## config.mk

```make
export PLATFORM = sky130hd
export DESIGN_NAME = snow64_pipe_stage_fetch_queue_flat
export DESIGN_NICKNAME = d
export VERILOG_FILES = /design/src/rtl/snow64_pipe_stage_fetch_queue_if.sv /design/src/rtl/snow64_pipe_stage_fetch_queue.sv /design/src/flat_wrapper.sv
export SDC_FILE = /design/constraint.sdc
export NUM_CORES = 1
export LEC_CHECK = 0
export ABC_AREA = 1
export CORE_ASPECT_RATIO = 1.2
export CORE_MARGIN = 3
export CORE_UTILIZATION = 45
export CTS_BUF_LIST = sky130_fd_sc_hd__clkbuf_2
export DETAILED_ROUTE_END_ITERATION = 7
export PLACE_DENSITY = 0.67
export SLEW_MARGIN = 20
export SYNTH_ARGS = -nofsm -noshare
export SYNTH_HDL_FRONTEND = slang
export SYNTH_SLANG_ARGS = --single-unit
```

## constraint.sdc

```tcl
create_clock -name clk -period 7.91 [get_ports clk]
set_input_delay 1.582 -clock clk [delete_from_list [all_inputs] [get_ports clk]]
set_output_delay 1.582 -clock clk [all_outputs]
set_load 0.05 [all_outputs]
```

## src/rtl/snow64_pipe_stage_fetch_queue_if.sv

```systemverilog
`timescale 1ns/1ps
// -----------------------------------------------------------------------------
// snow64_pipe_stage_fetch_queue_if
//
// Bundles the fetch-queue signals: the instruction-cache request/response pair,
// the queue-head handshake toward decode/EX, the EX redirect, the occupancy
// count and the fetch-state debug view.
//
// Handshake (head -> decode/EX): a transfer happens in every cycle where
// out_valid and out_ready are both high. While out_valid is high and out_ready
// is low, out_instr/out_pc hold their values. When out_valid is low,
// out_instr and out_pc are zero.
//
// Modports:
//   master : the fetch stage (drives requests, head, count, fetch_state)
//   slave  : the environment (cache, consumer, redirect source)
// -----------------------------------------------------------------------------
interface snow64_pipe_stage_fetch_queue_if #(
    parameter int WIDTH__INSTR = 32,
    parameter int WIDTH__ADDR  = 64,
    parameter int DEPTH        = 4
);
    localparam int CNT_W = $clog2(DEPTH) + 1;

    logic                    icache_req_valid;
    logic [WIDTH__ADDR-1:0]  icache_req_addr;
    logic                    icache_resp_valid;
    logic [WIDTH__INSTR-1:0] icache_resp_instr;
    logic                    out_valid;
    logic [WIDTH__INSTR-1:0] out_instr;
    logic [WIDTH__ADDR-1:0]  out_pc;
    logic                    out_ready;
    logic                    redirect_valid;
    logic [WIDTH__ADDR-1:0]  redirect_pc;
    logic [CNT_W-1:0]        queue_count;
    logic                    fetch_state;   // 0 = fetching, 1 = halted on control flow

    modport master (
        output icache_req_valid, icache_req_addr,
        input  icache_resp_valid, icache_resp_instr,
        output out_valid, out_instr, out_pc,
        input  out_ready,
        input  redirect_valid, redirect_pc,
        output queue_count, fetch_state
    );

    modport slave (
        input  icache_req_valid, icache_req_addr,
        output icache_resp_valid, icache_resp_instr,
        input  out_valid, out_instr, out_pc,
        output out_ready,
        output redirect_valid, redirect_pc,
        input  queue_count, fetch_state
    );
endinterface

```

## src/rtl/snow64_pipe_stage_fetch_queue.sv

```systemverilog
`timescale 1ns/1ps
// -----------------------------------------------------------------------------
// snow64_pipe_stage_fetch_queue
//
// Fetch front end: requests instructions from the instruction cache, stores
// hits as {pc, instr} pairs in a DEPTH-entry circular queue and presents the
// queue head to decode/EX. Fetch stops after enqueuing an instruction whose
// group field equals CTRL_FLOW_GROUP and restarts on an EX redirect, which
// also flushes the queue.
//
// Ports:
//   clk  : clock, all state updates on posedge
//   rst  : synchronous, active-high reset
//   bus  : snow64_pipe_stage_fetch_queue_if.master
//            icache_req_valid/addr    -> fetch request for fetch_pc
//            icache_resp_valid/instr  <- same-cycle hit and its instruction
//            out_valid/instr/pc       -> queue head (valid/ready handshake)
//            out_ready                <- consumer accepts head
//            redirect_valid/pc        <- EX PC change, highest priority
//            queue_count              -> occupancy
//            fetch_state              -> FSM state (0 fetching, 1 halted)
//
// Configuration macro: SNOW64_FETCH_QUEUE_BYPASS_EN
//   Defined   : a hit arriving while the queue is empty and out_ready is high
//               goes straight to the outputs in the same cycle, not enqueued.
//   Undefined : every instruction passes through the queue (1-cycle latency,
//               no combinational cache-to-output path).
// -----------------------------------------------------------------------------
module snow64_pipe_stage_fetch_queue #(
    parameter int                      WIDTH__INSTR    = 32,
    parameter int                      WIDTH__ADDR     = 64,
    parameter int                      DEPTH           = 4,
    parameter int                      GROUP_LSB       = 28,
    parameter int                      CTRL_FLOW_GROUP = 1,
    parameter logic [WIDTH__ADDR-1:0]  RESET_PC        = '0
) (
    input  logic clk,
    input  logic rst,
    snow64_pipe_stage_fetch_queue_if.master bus
);
    localparam int INSTR_BYTES = WIDTH__INSTR / 8;
    localparam int PTR_W       = $clog2(DEPTH);
    localparam int CNT_W       = PTR_W + 1;

    localparam logic [WIDTH__ADDR-1:0] ADDR_STEP = WIDTH__ADDR'(INSTR_BYTES);
    // Clears the byte-offset bits inside one instruction.
    localparam logic [WIDTH__ADDR-1:0] ADDR_MASK = ~(ADDR_STEP - WIDTH__ADDR'(1));

    typedef enum logic [0:0] {
        ST_FETCH  = 1'b0,
        ST_HALTED = 1'b1
    } state_t;

    state_t                  state_q, state_d;
    logic [WIDTH__ADDR-1:0]  fetch_pc_q, fetch_pc_d;
    logic [PTR_W-1:0]        rd_ptr_q, rd_ptr_d;
    logic [PTR_W-1:0]        wr_ptr_q, wr_ptr_d;
    logic [CNT_W-1:0]        count_q, count_d;
    logic [WIDTH__ADDR-1:0]  pc_mem_q    [DEPTH];
    logic [WIDTH__INSTR-1:0] instr_mem_q [DEPTH];

    logic req_valid;
    logic hit;
    logic resp_is_ctrl;
    logic head_valid;
    logic push;
    logic pop;

    // A full queue blocks the request even if the head pops this cycle.
    assign req_valid    = !rst && (state_q == ST_FETCH) && !bus.redirect_valid
                          && (count_q < CNT_W'(DEPTH));
    assign hit          = req_valid && bus.icache_resp_valid;
    assign resp_is_ctrl = (bus.icache_resp_instr[GROUP_LSB +: 2] == 2'(CTRL_FLOW_GROUP));
    // A redirect hides the head so nothing is consumed in the flush cycle.
    assign head_valid   = !rst && !bus.redirect_valid && (count_q != '0);

    assign bus.icache_req_valid = req_valid;
    assign bus.icache_req_addr  = fetch_pc_q;
    assign bus.queue_count      = count_q;
    assign bus.fetch_state      = state_q;

    // Output selection and push/pop decisions.
    always_comb begin
        bus.out_valid = head_valid;
        bus.out_instr = head_valid ? instr_mem_q[rd_ptr_q] : '0;
        bus.out_pc    = head_valid ? pc_mem_q[rd_ptr_q]    : '0;
        push          = hit;
        pop           = head_valid && bus.out_ready;
`ifdef SNOW64_FETCH_QUEUE_BYPASS_EN
        // Empty queue means head_valid is low, so pop is already 0 here.
        if (hit && (count_q == '0) && bus.out_ready) begin
            bus.out_valid = 1'b1;
            bus.out_instr = bus.icache_resp_instr;
            bus.out_pc    = fetch_pc_q;
            push          = 1'b0;
        end
`endif
    end

    // Next-state logic: FSM, fetch PC, pointers and occupancy.
    always_comb begin
        state_d    = state_q;
        fetch_pc_d = fetch_pc_q;
        rd_ptr_d   = rd_ptr_q;
        wr_ptr_d   = wr_ptr_q;
        count_d    = count_q;

        if (bus.redirect_valid) begin
            state_d    = ST_FETCH;
            fetch_pc_d = bus.redirect_pc & ADDR_MASK;
            rd_ptr_d   = '0;
            wr_ptr_d   = '0;
            count_d    = '0;
        end else begin
            if (hit) begin
                fetch_pc_d = fetch_pc_q + ADDR_STEP;
                if (resp_is_ctrl) begin
                    state_d = ST_HALTED;
                end
            end
            if (push) begin
                wr_ptr_d = wr_ptr_q + PTR_W'(1);
            end
            if (pop) begin
                rd_ptr_d = rd_ptr_q + PTR_W'(1);
            end
            case ({push, pop})
                2'b10:   count_d = count_q + CNT_W'(1);
                2'b01:   count_d = count_q - CNT_W'(1);
                default: count_d = count_q;
            endcase
        end
    end

    always_ff @(posedge clk) begin
        if (rst) begin
            state_q    <= ST_FETCH;
            fetch_pc_q <= RESET_PC;
            rd_ptr_q   <= '0;
            wr_ptr_q   <= '0;
            count_q    <= '0;
        end else begin
            state_q    <= state_d;
            fetch_pc_q <= fetch_pc_d;
            rd_ptr_q   <= rd_ptr_d;
            wr_ptr_q   <= wr_ptr_d;
            count_q    <= count_d;
        end
    end

    // Storage needs no reset: entries are only visible while counted.
    always_ff @(posedge clk) begin
        if (push) begin
            pc_mem_q[wr_ptr_q]    <= fetch_pc_q;
            instr_mem_q[wr_ptr_q] <= bus.icache_resp_instr;
        end
    end

endmodule

```

## src/flat_wrapper.sv

```systemverilog
// flat-port wrapper written by rule: the top's interface ports become plain ports
module snow64_pipe_stage_fetch_queue_flat 
#(
    parameter int                      WIDTH__INSTR    = 32,
    parameter int                      WIDTH__ADDR     = 64,
    parameter int                      DEPTH           = 4,
    parameter int                      GROUP_LSB       = 28,
    parameter int                      CTRL_FLOW_GROUP = 1,
    parameter logic [WIDTH__ADDR-1:0]  RESET_PC        = '0
)
  (clk, rst, bus_icache_req_valid, bus_icache_req_addr, bus_icache_resp_valid, bus_icache_resp_instr, bus_out_valid, bus_out_instr, bus_out_pc, bus_out_ready, bus_redirect_valid, bus_redirect_pc, bus_queue_count, bus_fetch_state);
  snow64_pipe_stage_fetch_queue_if #(.WIDTH__INSTR(WIDTH__INSTR), .WIDTH__ADDR(WIDTH__ADDR), .DEPTH(DEPTH)) bus_i ();
  input  logic clk;
  input  logic rst;
  output wire logic [$bits(bus_i.icache_req_valid)-1:0] bus_icache_req_valid;
  output wire logic [$bits(bus_i.icache_req_addr)-1:0] bus_icache_req_addr;
  input wire logic [$bits(bus_i.icache_resp_valid)-1:0] bus_icache_resp_valid;
  input wire logic [$bits(bus_i.icache_resp_instr)-1:0] bus_icache_resp_instr;
  output wire logic [$bits(bus_i.out_valid)-1:0] bus_out_valid;
  output wire logic [$bits(bus_i.out_instr)-1:0] bus_out_instr;
  output wire logic [$bits(bus_i.out_pc)-1:0] bus_out_pc;
  input wire logic [$bits(bus_i.out_ready)-1:0] bus_out_ready;
  input wire logic [$bits(bus_i.redirect_valid)-1:0] bus_redirect_valid;
  input wire logic [$bits(bus_i.redirect_pc)-1:0] bus_redirect_pc;
  output wire logic [$bits(bus_i.queue_count)-1:0] bus_queue_count;
  output wire logic [$bits(bus_i.fetch_state)-1:0] bus_fetch_state;
  assign bus_icache_req_valid = bus_i.icache_req_valid;
  assign bus_icache_req_addr = bus_i.icache_req_addr;
  assign bus_i.icache_resp_valid = bus_icache_resp_valid;
  assign bus_i.icache_resp_instr = bus_icache_resp_instr;
  assign bus_out_valid = bus_i.out_valid;
  assign bus_out_instr = bus_i.out_instr;
  assign bus_out_pc = bus_i.out_pc;
  assign bus_i.out_ready = bus_out_ready;
  assign bus_i.redirect_valid = bus_redirect_valid;
  assign bus_i.redirect_pc = bus_redirect_pc;
  assign bus_queue_count = bus_i.queue_count;
  assign bus_fetch_state = bus_i.fetch_state;
  snow64_pipe_stage_fetch_queue #(.WIDTH__INSTR(WIDTH__INSTR), .WIDTH__ADDR(WIDTH__ADDR), .DEPTH(DEPTH), .GROUP_LSB(GROUP_LSB), .CTRL_FLOW_GROUP(CTRL_FLOW_GROUP), .RESET_PC(RESET_PC)) u_core (.clk(clk), .rst(rst), .bus(bus_i));
endmodule
```

# ---- After elaboration in Yosys (flattened, before gate mapping)
# Memory sizes are Yosys's and may differ from the RTL's. A register that Yosys moved wholly into a read port is not among the register bits.
# Cells that the tools add are included.
dict set report classes {
  n_addsub 5
  magnitude_cmp 1
  eq_ne 3
  n_mux 11
  n_bitwise 1
  reduce_logical 14
}
# op n
set ops {}
lappend ops {{two-way mux 64 bit} 3}
lappend ops {{adder 64 x 3 -> 64 bit (second input constant)} 1}
lappend ops {{two-way mux 32 bit} 1}
lappend ops {{two-way mux 2 bit} 4}
lappend ops {{logical AND 1 bit} 7}
lappend ops {{case mux 3 bit (2 select lines)} 1}
lappend ops {{adder 2 x 1 -> 2 bit (second input constant)} 2}
lappend ops {{== test 2 x 1 -> 1 bit (second input constant)} 2}
lappend ops {{nonzero test 2 bit} 2}
lappend ops {{adder 3 x 1 -> 3 bit (second input constant)} 1}
lappend ops {{less-than comparator 3 bit (second input constant)} 1}
lappend ops {{nonzero test 3 bit} 1}
lappend ops {{subtractor 3 x 1 -> 3 bit (second input constant)} 1}
lappend ops {{== test 2 bit (second input constant)} 1}
lappend ops {{zero test 1 bit} 2}
lappend ops {{two-way mux 1 bit} 2}
lappend ops {{AND reduction 2 bit} 1}
lappend ops {{OR reduction 2 bit} 1}
lappend ops {{inverter 1 bit} 1}
dict set report totals {
  register_bits 72
  mem_bits_rw 384
  inputBits 101
  output_inout_bits 166
  word_cells 43
  n_memories 2
}
# name depth width rd rd_clocked_by_memory_dff write_ports line
set mem_list {}
lappend mem_list {u_core.pc_mem_q 4 64 1 1 1 snow64_pipe_stage_fetch_queue.sv:59} ;# logic [WIDTH__ADDR-1:0] pc_mem_q [DEPTH];
lappend mem_list {u_core.instr_mem_q 4 32 1 1 1 snow64_pipe_stage_fetch_queue.sv:60} ;# logic [WIDTH__INSTR-1:0] instr_mem_q [DEPTH];

# ---- Depth between registers and ports, before layout
# Gate-level depths: netlist (run 1).
dict set report depth {
  ltp_word 7
  depth_mapped 13
  ltp_nobuf 12
}

# ---- Least setup slack after synthesis (run 1)
# No wires, ideal clock.
dict set report synth_timing {
  path_type {input -> register}
  from {input bus_redirect_valid}
  to {memory u_core.instr_mem_q[0][0], enable pin}
  setup_ns 0.549
  arrival_time_ns 6.259
  required_ns 7.361
  setup_slack_ns 1.102
  cell_stages 7
  path_buffers 2
  path_cell_list {buf_2 -> nor2_4 -> nand3_4 -> nor2_8 -> inv_4 -> buf_6 -> nor2_1}
}
dict set report synth_via {
  elab_chain_len 6
}
# item line
set synth_rtl {}
lappend synth_rtl {{start, declared} flat_wrapper.sv:23} ;# input wire logic [$bits(bus_i.redirect_valid)-1:0] bus_redirect_valid;
lappend synth_rtl {{zero test 1 bit} snow64_pipe_stage_fetch_queue.sv:70} ;# assign req_valid = !rst && (state_q == ST_FETCH) && !bus.redirect_valid
lappend synth_rtl {{logical AND 1 bit} snow64_pipe_stage_fetch_queue.sv:70}
lappend synth_rtl {{logical AND 1 bit} snow64_pipe_stage_fetch_queue.sv:71} ;# && (count_q < CNT_W'(DEPTH));
lappend synth_rtl {{logical AND 1 bit} snow64_pipe_stage_fetch_queue.sv:72} ;# assign hit = req_valid && bus.icache_resp_valid;
lappend synth_rtl {{two-way mux 1 bit} snow64_pipe_stage_fetch_queue.sv:153} ;# if (push) begin
lappend synth_rtl {{two-way mux 1 bit (not written as such)} snow64_pipe_stage_fetch_queue.sv:155} ;# instr_mem_q[wr_ptr_q] <= bus.icache_resp_instr;
lappend synth_rtl {{end, declared} snow64_pipe_stage_fetch_queue.sv:60}
# Every way passes these cells.

# ---- Worst setup path in the final report (run 1)
dict set report layout_timing {
  from {input rst}
  to {output bus_out_pc[62]}
}
dict set report layout_via {
  elab_chain_len 4
}
# item line
set layout_rtl {}
lappend layout_rtl {{start, declared} flat_wrapper.sv:14} ;# input logic rst;
lappend layout_rtl {{zero test 1 bit} snow64_pipe_stage_fetch_queue.sv:75} ;# assign head_valid = !rst && !bus.redirect_valid && (count_q != '0);
lappend layout_rtl {{logical AND 1 bit (2 in a row)} snow64_pipe_stage_fetch_queue.sv:75}
lappend layout_rtl {{two-way mux 64 bit} snow64_pipe_stage_fetch_queue.sv:86} ;# bus.out_pc = head_valid ? pc_mem_q[rd_ptr_q] : '0;
lappend layout_rtl {{end, declared} flat_wrapper.sv:21} ;# output wire logic [$bits(bus_i.out_pc)-1:0] bus_out_pc;
# Every way passes these cells.

==> metrics, run 1 <==
fin. max-slew vios=0; row cnt=between 80 and 90; WP data required=6330 ps; Non-Filler Instances=a little under 3000; worst reg-to-reg path cell count=6; drt initial violations=1222; Rel. slew slack=0.3358; RSZ-0062 raised after global routing=false; final hold violation count=0; fillers=approximately 3900; #FFs+latches synth=around 450; CTS HTree Levels=3; WP depth=8; clock sinks=between 400 and 500; core area=roughly 43000 sq um; Routed Antenna Nets=0; detailed-route wire length per cell=approximately 19 microns; Critical Setup Path Class=input port to primary output; placed insts=2768; worst-skew pair later-pin latency=1110 ps; via count=about 16000; Worst Hold Slack=between 400 and 500 ps; grt ovf=0; VDD IR max=0.0001228 V; crit path time final=~6000 ps; Die Y=~240 microns; clk buf depth=3; Critical Path End Type=primary output; pwr/cell area=192.6 nW/um^2; drt pass-1 iters=6; Layout area overhead=20.37%; Setup crit start kind=input port; Root Buffer=clkbuf_2; CP max FO=33; static leakage=about 8.6 nW; Crit path largest cell delay=between 800 and 900 ps; Post-Syn Area=between 15000 and 20000 sq um; yosys warns=0; HP Class=register to register; most common cell after layout, fill and taps aside=nor2_1; CP delay by family, top=buffers and inverters; IO buf count=260; Post-CTS Hold Buffers=0; Die ar.=between 40000 and 50000 sq um; die width=between 150 and 200 microns; final setup violation count=0; Buf/Inv on CP=5; clock slew at reported path FFs=about 120 ps; worst hold stages=2; fin util=0.5525; Post-Syn Instances=2036; post_cts resized=0; Synth cell types=39; first-pass GRT wire length=~86 mm; commonest cells after routing, fill and taps aside=nor2_1, edfxtp_1, nand2_1; Starting Density=0.4590; max frequency=0.1665 GHz; global-route usage over all layers=0.2386; Avg Inst Size Synth=between 9 and 10 sq um; clk_skew=~90 ps; Ports=between 200 and 300; share of cells above drive strength 1=0.09548; Final GP Congestion=just over 0.9; vias in the first global route=15291; final wirelength=56.62 mm; outcome=finished, final reports clean; DR vias/cell=approximately 5.3; Total Power=roughly 0.0046 W; CP cell instances=buf_2 > nor2_4 > inv_2 > a31oi_4 > clkinv_2 > buf_4 > a21oi_1 > clkdlybuf4s50_1; DP HPWL=between 30 and 40 mm; TritonCTS Buffers=between 100 and 150; period utilisation layout=0.7591; pin count of the biggest net entering global routing=94; drt drc=0; setup TNS=0 ps; slew at the pin with the worst max-slew slack=around 1000 ps; initial antenna violation count=5; Final #Nets=roughly 2400; critical path arrival=4420 ps; Max Cap Viol=0; Slowest-stage cell, CP=clkdlybuf4s50_1; sequential fraction of the synthesis area=0.6421; CTS tree=done; post-CTS setup buffers=0
-- per-stage QoR --
step	instance area, sq um	setup WS (ps)
detailed placement	22800	1925
finish	23870	1905
floorplan	19840	1102
CTS	23860	1919
global route	23870	1784
global placement	22800	1923
-- synth_stat cells, drive strengths merged --
cell type	number	area (sq um)
fa	1	20.02
a31oi	15	108.9
nand2	290	1124
clkbuf	48	180.2
xnor2	7	61.31
conb	1	3.750
ha	6	75.07
o21ai	263	1316
nor2	503	1978
xor2	12	105.1
nand3b	1	7.510
a21oi	148	740.7
nor3	3	20.02
a32oi	1	8.760
buf	53	326.6
edfxtp	376	11290
nand4	5	31.28
dfxtp	72	1441
nand3	67	357.8
a211oi	1	7.510
inv	160	603.1
or2	1	6.260
a22oi	1	7.510
o211ai	1	7.510
-- logic make-up after synthesis --
| logic type | count (synthesis) | synth area share |
|---|---|---|
| other cells | 1 | 0.0001891 |
| simple gates | 870 | 0.1778 |
| flops | 448 | 0.6421 |
| fa+ha+maj | 7 | 0.004795 |
| compound gates | 430 | 0.1108 |
| xor+xnor | 19 | 0.008392 |
| buf+inv | 261 | 0.05597 |
-- area by class of cell --
cell class,count,area (sq um),area share
Tap cell,552,690.7,0.02894
Timing Repair Buffer,278,2728,0.1143
Multi-Input combinational cell,1330,6028,0.2526
Antenna cell,3,7.507,0.0003145
Inverter,160,609.3,0.02553
Clock buffer,154,770.7,0.03229
Sequential cell,448,12740,0.5337
Clock inverter,39,295.3,0.01237
-- worst paths after layout --
check	slack, ps	end	from
worst max register to register	4850	u_core.instr_mem_q[0][18]$_DFFE_PP_	u_core.bus.queue_count[2]$_SDFFE_PP0P_
worst min-delay path	490	u_core.rd_ptr_q[1]$_SDFFE_PP0P_	u_core.rd_ptr_q[1]$_SDFFE_PP0P_
worst min register to register	490	u_core.rd_ptr_q[1]$_SDFFE_PP0P_	u_core.rd_ptr_q[1]$_SDFFE_PP0P_
worst max-delay path	1910	bus_out_pc[62]	rst
-- flip-flops by register name, indices dropped and copies added (netlist names), named ones only --
name and flops:
u_core.rd_ptr_q 2, u_core.pc_mem_q 248, u_core.bus.fetch_state 1, u_core.bus.icache_req_addr 62, u_core.instr_mem_q 128, u_core.bus.queue_count 3
u_core.wr_ptr_q 2
-- worst reg2reg max path, stage by stage, from the launching register on --
cell     delay, ps
dfxtp_1        340
inv_1          180
nand3_4        130
nor2_8         720
inv_4          280
nor2_4         160
buf_4          730
-- report_power, final --
part	total (W)	switching, W	internal (W)	leakage [nW]
logic	0.000333	0.000212	0.000121	3.73
registers	0.00266	0.0000626	0.00260	4.07
clock network	0.00161	0.000917	0.000688	0.771
-- layer usage --
metal	global-route usage	vias to the layer above	wire [microns]
met1	0.3005	7429	23070
li1	-	7493	-
met2	0.4063	587	28330
met3	0.04571	101	3658
met4	0.09483	4	1536
met5	0	-	27
Note: power is estimated with default switching activity, not from simulation.
==> run 2, diff against run 1 <==
Clock period 7.91 ns to 5.9 ns, I/O delays scaled along.
==> metrics, run 2 (synthesis results as in run 1) <==
row cnt=83 (unchanged); final setup violation count=0 (unchanged); Slowest-stage cell, CP=clkdlybuf4s50_1 (unchanged); drt drc=0 (unchanged); pwr/cell area=251.4 nW/um^2 (was 192.6 nW/um^2); core area=43200 sq um (unchanged); crit path time final=5021 ps; Routed Antenna Nets=0 (unchanged); Final GP Congestion=0.9196 (was 0.9116); Critical Setup Path Class=register to primary output (was input port to primary output); switching share of power=0.2629 (was 0.2593); worst-skew pair later-pin latency=1010 ps (was 1110 ps); initial antenna violation count=6 (was 5); Root Buffer=clkbuf_2 (unchanged); CP cell instances=inv_4 > buf_4 > o21ai_0 > a21oi_1 > clkdlybuf4s50_1 (was buf_2 > nor2_4 > inv_2 > a31oi_4 > clkinv_2 > buf_4 > a21oi_1 > clkdlybuf4s50_1); Final #Nets=2433 (was 2431); met2 WL=28.30 mm (was 28.33 mm); worst hold stages=2 (unchanged); switching pwr=0.001572 W (was 0.001192 W); final hold violation count=0 (unchanged); period utilisation layout=0.8510; Max Cap Viol=0 (unchanged); detailed-route wire length per cell=19.23 microns (was 19.10 microns); Ports=267 (unchanged); Starting Density=0.4590 (unchanged); Die Y=236.0 microns (unchanged); Seq pwr share=0.596 (was 0.578); VDD IR max=0.0001229 V (was 0.0001228 V); clk_skew=54.04 ps (was 89.63 ps); TritonCTS Buffers=105 (unchanged); commonest cells after routing, fill and taps aside=nor2_1, edfxtp_1, nand2_1 (unchanged); CTS HTree Levels=3 (unchanged); WP data required=4720 ps (was 6330 ps); fillers=3891 (was 3865); RSZ-0062 raised after global routing=false (unchanged); worst reg-to-reg path cell count=7 (was 6); min-delay src=u_core.rd_ptr_q[1]$_SDFFE_PP0P_ (unchanged); drt pass-1 iters=5 (was 6); Post-CTS Hold Buffers=0 (unchanged); Reg-to-Reg Start=u_core.bus.icache_req_addr[28]$_SDFFE_PP0P_ (was u_core.bus.queue_count[2]$_SDFFE_PP0P_); fin util=0.5504 (was 0.5525); Setup crit start kind=register (was input port); Top Layer Used=met5 (unchanged); Clk pwr share=0.329 (was 0.349); vias in the first global route=15021 (was 15291); met3 wire len=3.850 mm (was 3.658 mm); CTS tree=done (unchanged); first-pass GRT wire length=86.12 mm (was 85.62 mm); Critical Path End Type=primary output (unchanged); final wirelength=57.15 mm (was 56.62 mm); DP HPWL=35.33 mm (was 36.00 mm); max frequency=between 0.15 and 0.2 GHz; critical path arrival=3840 ps (was 4420 ps); Min-Delay Endpoint=u_core.rd_ptr_q[1]$_SDFFE_PP0P_ (unchanged); slew at the pin with the worst max-slew slack=962.6 ps (was 996.3 ps); DR vias/cell=5.259 (was 5.268); most common cell after layout, fill and taps aside=nor2_1 (unchanged); fin. max-slew vios=0 (unchanged); global-route usage over all layers=0.2402 (was 0.2386); Int Power=0.004407 W (was 0.003405 W); Rel. slew slack=0.3583 (was 0.3358); via count=15625 (was 15614); pin count of the biggest net entering global routing=154 (was 94); drt initial violations=1131 (was 1222); clk buf depth=3 (unchanged); grt ovf=0 (unchanged); setup TNS=0 ps (unchanged); Die ar.=46630 sq um (unchanged); Met1 Wirelength=23.43 mm (was 23.07 mm); Register-to-Register Setup Slack=3560 ps (was 4850 ps); max reg flops=248 (unchanged); Layout area overhead=19.92% (was 20.37%); Gate power share=0.075 (was 0.072); share of cells above drive strength 1=0.1015 (was 0.09548); IO buf count=260 (unchanged); post-CTS setup buffers=0 (unchanged); CP max FO=65 (was 33); clock sinks=448 (unchanged); Crit path largest cell delay=860 ps (about the same); Biggest register=u_core.pc_mem_q (unchanged); die width=197.6 microns (unchanged); HP Class=register to register (unchanged); post_cts resized=0 (unchanged); reg-to-reg endpoint=u_core.bus.icache_req_addr[40]$_SDFFE_PP0P_ (was u_core.instr_mem_q[0][18]$_DFFE_PP_); clock slew at reported path FFs=100 ps (was 120 ps); outcome=finished, final reports clean (unchanged); static leakage=8.582 nW (was 8.570 nW)
==> run 2: cell types whose count changed in the layout (fill, tap and decap cells not counted) <==
cell / change
clkinvlp_4: -2
inv_4: -1
buf_12: +2
buf_4: +16
clkbuf_2: +5
bufinv_16: -4
clkinv_1: +6
clkdlybuf4s50_1: -16
clkinv_2: -2
clkinv_4: +1
diode_2: +2
==> run 2: area by class of cell <==
| type | instances | area [sq um] | share of cell area |
|---|---|---|---|
| sequential | 448 | 12740 | 0.5358 |
| multi-input combinational | 1330 | 6028 | 0.2535 |
| timing repair buffer | 280 | 2728 | 0.1147 |
| clock buffer | 159 | 795.8 | 0.03346 |
| tap | 552 | 690.7 | 0.02904 |
| inverter | 160 | 608.1 | 0.02557 |
| clock inverter | 37 | 176.4 | 0.007419 |
| antenna | 5 | 12.51 | 0.0005262 |
==> run 2: power groups by stage <==
stage | sequential, W | combinational (W) | clock [W]
after detailed placement | 0.00364 | 0.000449 | 0
after CTS | 0.00356 | 0.000452 | 0.00205
after global routing | 0.00357 | 0.000483 | 0.00221
after global placement | 0.00363 | 0.000444 | 0
after floorplan | 0.00370 | 0.000174 | 0
final | 0.00356 | 0.000450 | 0.00197
==> run 2: metal layers <==
metal / track usage / vias to the layer above
li1: - / 7509
met1: 0.3096 / 7420
met2: 0.4043 / 593
met3: 0.04486 / 101
met4: 0.09097 / 2
met5: 0 / -
==> run 2: how the worst max path moves through the flow <==
stage,from,to,slack (ps),cells after the start
after floorplan,bus_redirect_valid,u_core.instr_mem_q[0][0]$_DFFE_PP_,1120,7
after global placement,rst,bus_out_pc[30],1160,8
after detailed placement,rst,bus_out_pc[28],1130,8
after CTS,register,bus_out_pc[11],660,5
after global routing,register,bus_out_pc[11],650,5
final,register,bus_out_pc[11],880,5
==> run 2: worst max-delay path: cells and delay by family (launching register included) <==
family / cells / cell delay (ps)
flip-flops: 1 / 370
AO/OA/AOI/OAI: 2 / 460
buffers and inverters: 3 / 1960
==> run 2: per-stage QoR <==
stage / hold WS, ps / total power (W) / worst slack (ps) / std cells / area (sq um)
finish: 469.4 / 0.005978 / 879.1 / 2971 / 23780
global route: 386.4 / 0.006268 / 653.4 / 2971 / 23780
CTS: 354.1 / 0.006061 / 661.8 / 2966 / 23770
detailed placement: 446.6 / 0.004084 / 1134 / 2770 / 22790
global placement: 439.9 / 0.004076 / 1161 / 2770 / 22790
floorplan: 435.6 / 0.003870 / 1118 / 2039 / 19850
==> RTL change, RTL diff (config.mk and constraints of run 1) <==
Reset style: asynchronous (`rst`), changed in one clocked block. Comments in the files are not updated.
--- a/src/rtl/snow64_pipe_stage_fetch_queue.sv
+++ b/src/rtl/snow64_pipe_stage_fetch_queue.sv
@@ -132,7 +132,7 @@
         end
     end
 
-    always_ff @(posedge clk) begin
+    always_ff @(posedge clk or posedge rst) begin
         if (rst) begin
             state_q    <= ST_FETCH;
             fetch_pc_q <= RESET_PC;
Behaviour: differs if rst is asserted again (counterexample within 4 cycles, from zero or initial values and one cycle with rst high); with rst held inactive, the same outputs for 4 cycles.
==> RTL change against run 1 <==
Sequential cell count is 2 lower; design area about the same; register-to-register slack better by 0.21 ns; synthesized cell count down 3.3%; via count decreased by 4.1%; synthesized area is essentially flat; clock skew decreased by 0.0071 ns; first-iteration DRC count down 18%; routed wire length is 2.1% lower; setup slack worse by 0.46 ns; critical path type is now reg2out; critical endpoint is now bus_out_pc[40]; largest cell class unchanged; highest routed layer is now met4.
Power is not compared: it rests on default switching activity, and its combinational part moved more than twofold at a synthesized area within 25%.
==> RTL change: results (changes against run 1) <==
The tools report the hold path startpoint as u_core.bus.fetch_state. Summed over all cells, the static leakage comes to 8.802 nW. Register name with the most flops: u_core.pc_mem_q. The tools report the slack of the worst reg-to-reg path as 5.06 ns (+0.21 ns). The clock-pin slew reported for the worst setup and hold paths after clock tree synthesis came out at 0.10 ns (-0.02 ns).

The fraction of layout cells with a size suffix above 1 was 0.09465 (-0.0008286). The number of vias per cell was 5.181 (-1.6%). The run gives 3 (-2) as the number of antenna violations at the first check in global routing.

The logs give 1.08 ns (-0.03 ns) for the clock insertion delay at the later pin of the skew report and 2,890 (-2.5%) for the number of non-filler instances in the completed layout. Number of iterations in the first detailed-routing pass: 5 (-1). DRC marker count from the first detailed-route iteration: 1,000 (-18%). The run gives 3 (unchanged) as the CTS H-tree depth. The maximum number of pins on one net before global-route repair is 106 (+13%). Number of nets in the layout: 2,362 (-2.8%). After synthesis, the most frequently instantiated cells are 497 x sky130_fd_sc_hd__nor2_1, 376 x sky130_fd_sc_hd__edfxtp_1, 303 x sky130_fd_sc_hd__nand2_1. Following the worst setup path forward leads to its endpoint at bus_out_pc[40].

The tools report the capture instance of the worst register-to-register path as u_core.pc_mem_q[2][54]. The total global-route track usage is 0.2373 (-0.001240). The post-synthesis async set-or-reset flop share came out at 0.1570 (+0.1570). For the clock skew after layout, the log shows 0.08257 ns (-0.007063 ns). The run gives 55,430 µm (-2.1%) as the sum of routed wire length over all layers. The average cell area after synthesis is 10.08 µm² (+3.5%). The path with the worst hold slack has its endpoint at u_core.bus.fetch_state. The tools report the via count of the first global-routing pass as 14,710 (-3.8%). The run gives 0.2935 (-0.04230) as the normalized max-slew margin. The flow ran to the end, and the final reports show no timing, DRC or antenna violations. The tools report the final weighted congestion in routability-driven placement as 0.9140 (+0.26%). The reg-to-reg startpoint was u_core.bus.queue_count[2].

The cell area reported after detailed placement was 22,850 µm² (+0.23%). The worst-case IR drop observed on VDD is 0.1203 mV. Tracing the worst setup path back leads to its startpoint at u_core.rd_ptr_q[0].

By area the synthesized netlist is led by sky130_fd_sc_hd__edfxtp_1 57%, sky130_fd_sc_hd__nor2_1 9.4%, sky130_fd_sc_hd__dfrtp_1 8.8%. The tools report the sequential cell area fraction in the yosys report as 0.6573 (+0.01523). The tools report the worst hold slack as 0.6162 ns (+0.1249 ns).

Worst reg2reg path depth: 5 (-1). The post-placement cell count is 2,700 (-2.5%). The class of the tightest hold or removal check is reg2reg. The largest fanout of any net on the critical path works out to 74 (+120%). The run gives 34,950 µm (-2.9%) as the detailed-placement wirelength estimate. The logs give 4.88 ns (+0.46 ns) for the data arrival time of the critical path and 84,930 µm (-0.80%) for the wire length of the first global-routing pass. The number of cells upsized or downsized after cts was 0 (unchanged).
==> RTL change: final cells by class <==
cell class              count  area [µm²]
fillers                  3812       19350
clock inverters            27       195.2
clock buffers             160       800.8
multi-input cells        1312        5907
diodes                      3       7.507
well taps                 552       690.7
repair buffers            274        2756
inverters                 116       444.2
flip-flops and latches    446       13050
==> RTL change: critical path: cells and delay by family (launching register included) <==
kind | cells | cell delay (ns)
buf+inv | 3 | 2.24
flops | 1 | 0.85
simple gates | 2 | 0.23
compound gates | 2 | 0.38
==> RTL change: per-layer routing <==
metal  GRT usage  vias up  part of all wire
li1            -     7281                 -
met1      0.2992     7131              0.41
met2      0.4004      463              0.50
met3     0.04171       98             0.055
met4      0.1071        0             0.034
met5           0        -                 0
==> RTL change: report_power, final <==
group | leakage (nW) | total, mW | switching [mW] | internal (mW)
Sequential | 4.26 | 2.80 | 0.141 | 2.66
Combinational | 3.78 | 0.900 | 0.616 | 0.283
Clock | 0.765 | 1.53 | 0.894 | 0.636
==> RTL change: kinds of logic after synthesis <==
kind of cell	Yosys count	synth area share
AND/OR/NAND/NOR	909	0.1836
flip-flops	446	0.6573
AO/OA/AOI/OAI	371	0.09799
buffers and inverters	214	0.04704
XOR/XNOR	22	0.009711
adder cells (fa/ha/maj)	6	0.004162
other	1	0.0001890
==> RTL change: metrics by stage <==
| step | power (mW) | utilization | setup slack, ns |
|---|---|---|---|
| after floorplan | 3.392 | - | 0.7393 |
| after global placement | 3.743 | 0.5288 | 1.522 |
| after detailed placement | 3.756 | 0.5289 | 1.718 |
| after CTS | 5.298 | 0.5519 | 1.185 |
| after global routing | 5.499 | 0.5521 | 0.9367 |
| final | 5.228 | 0.5521 | 1.445 |
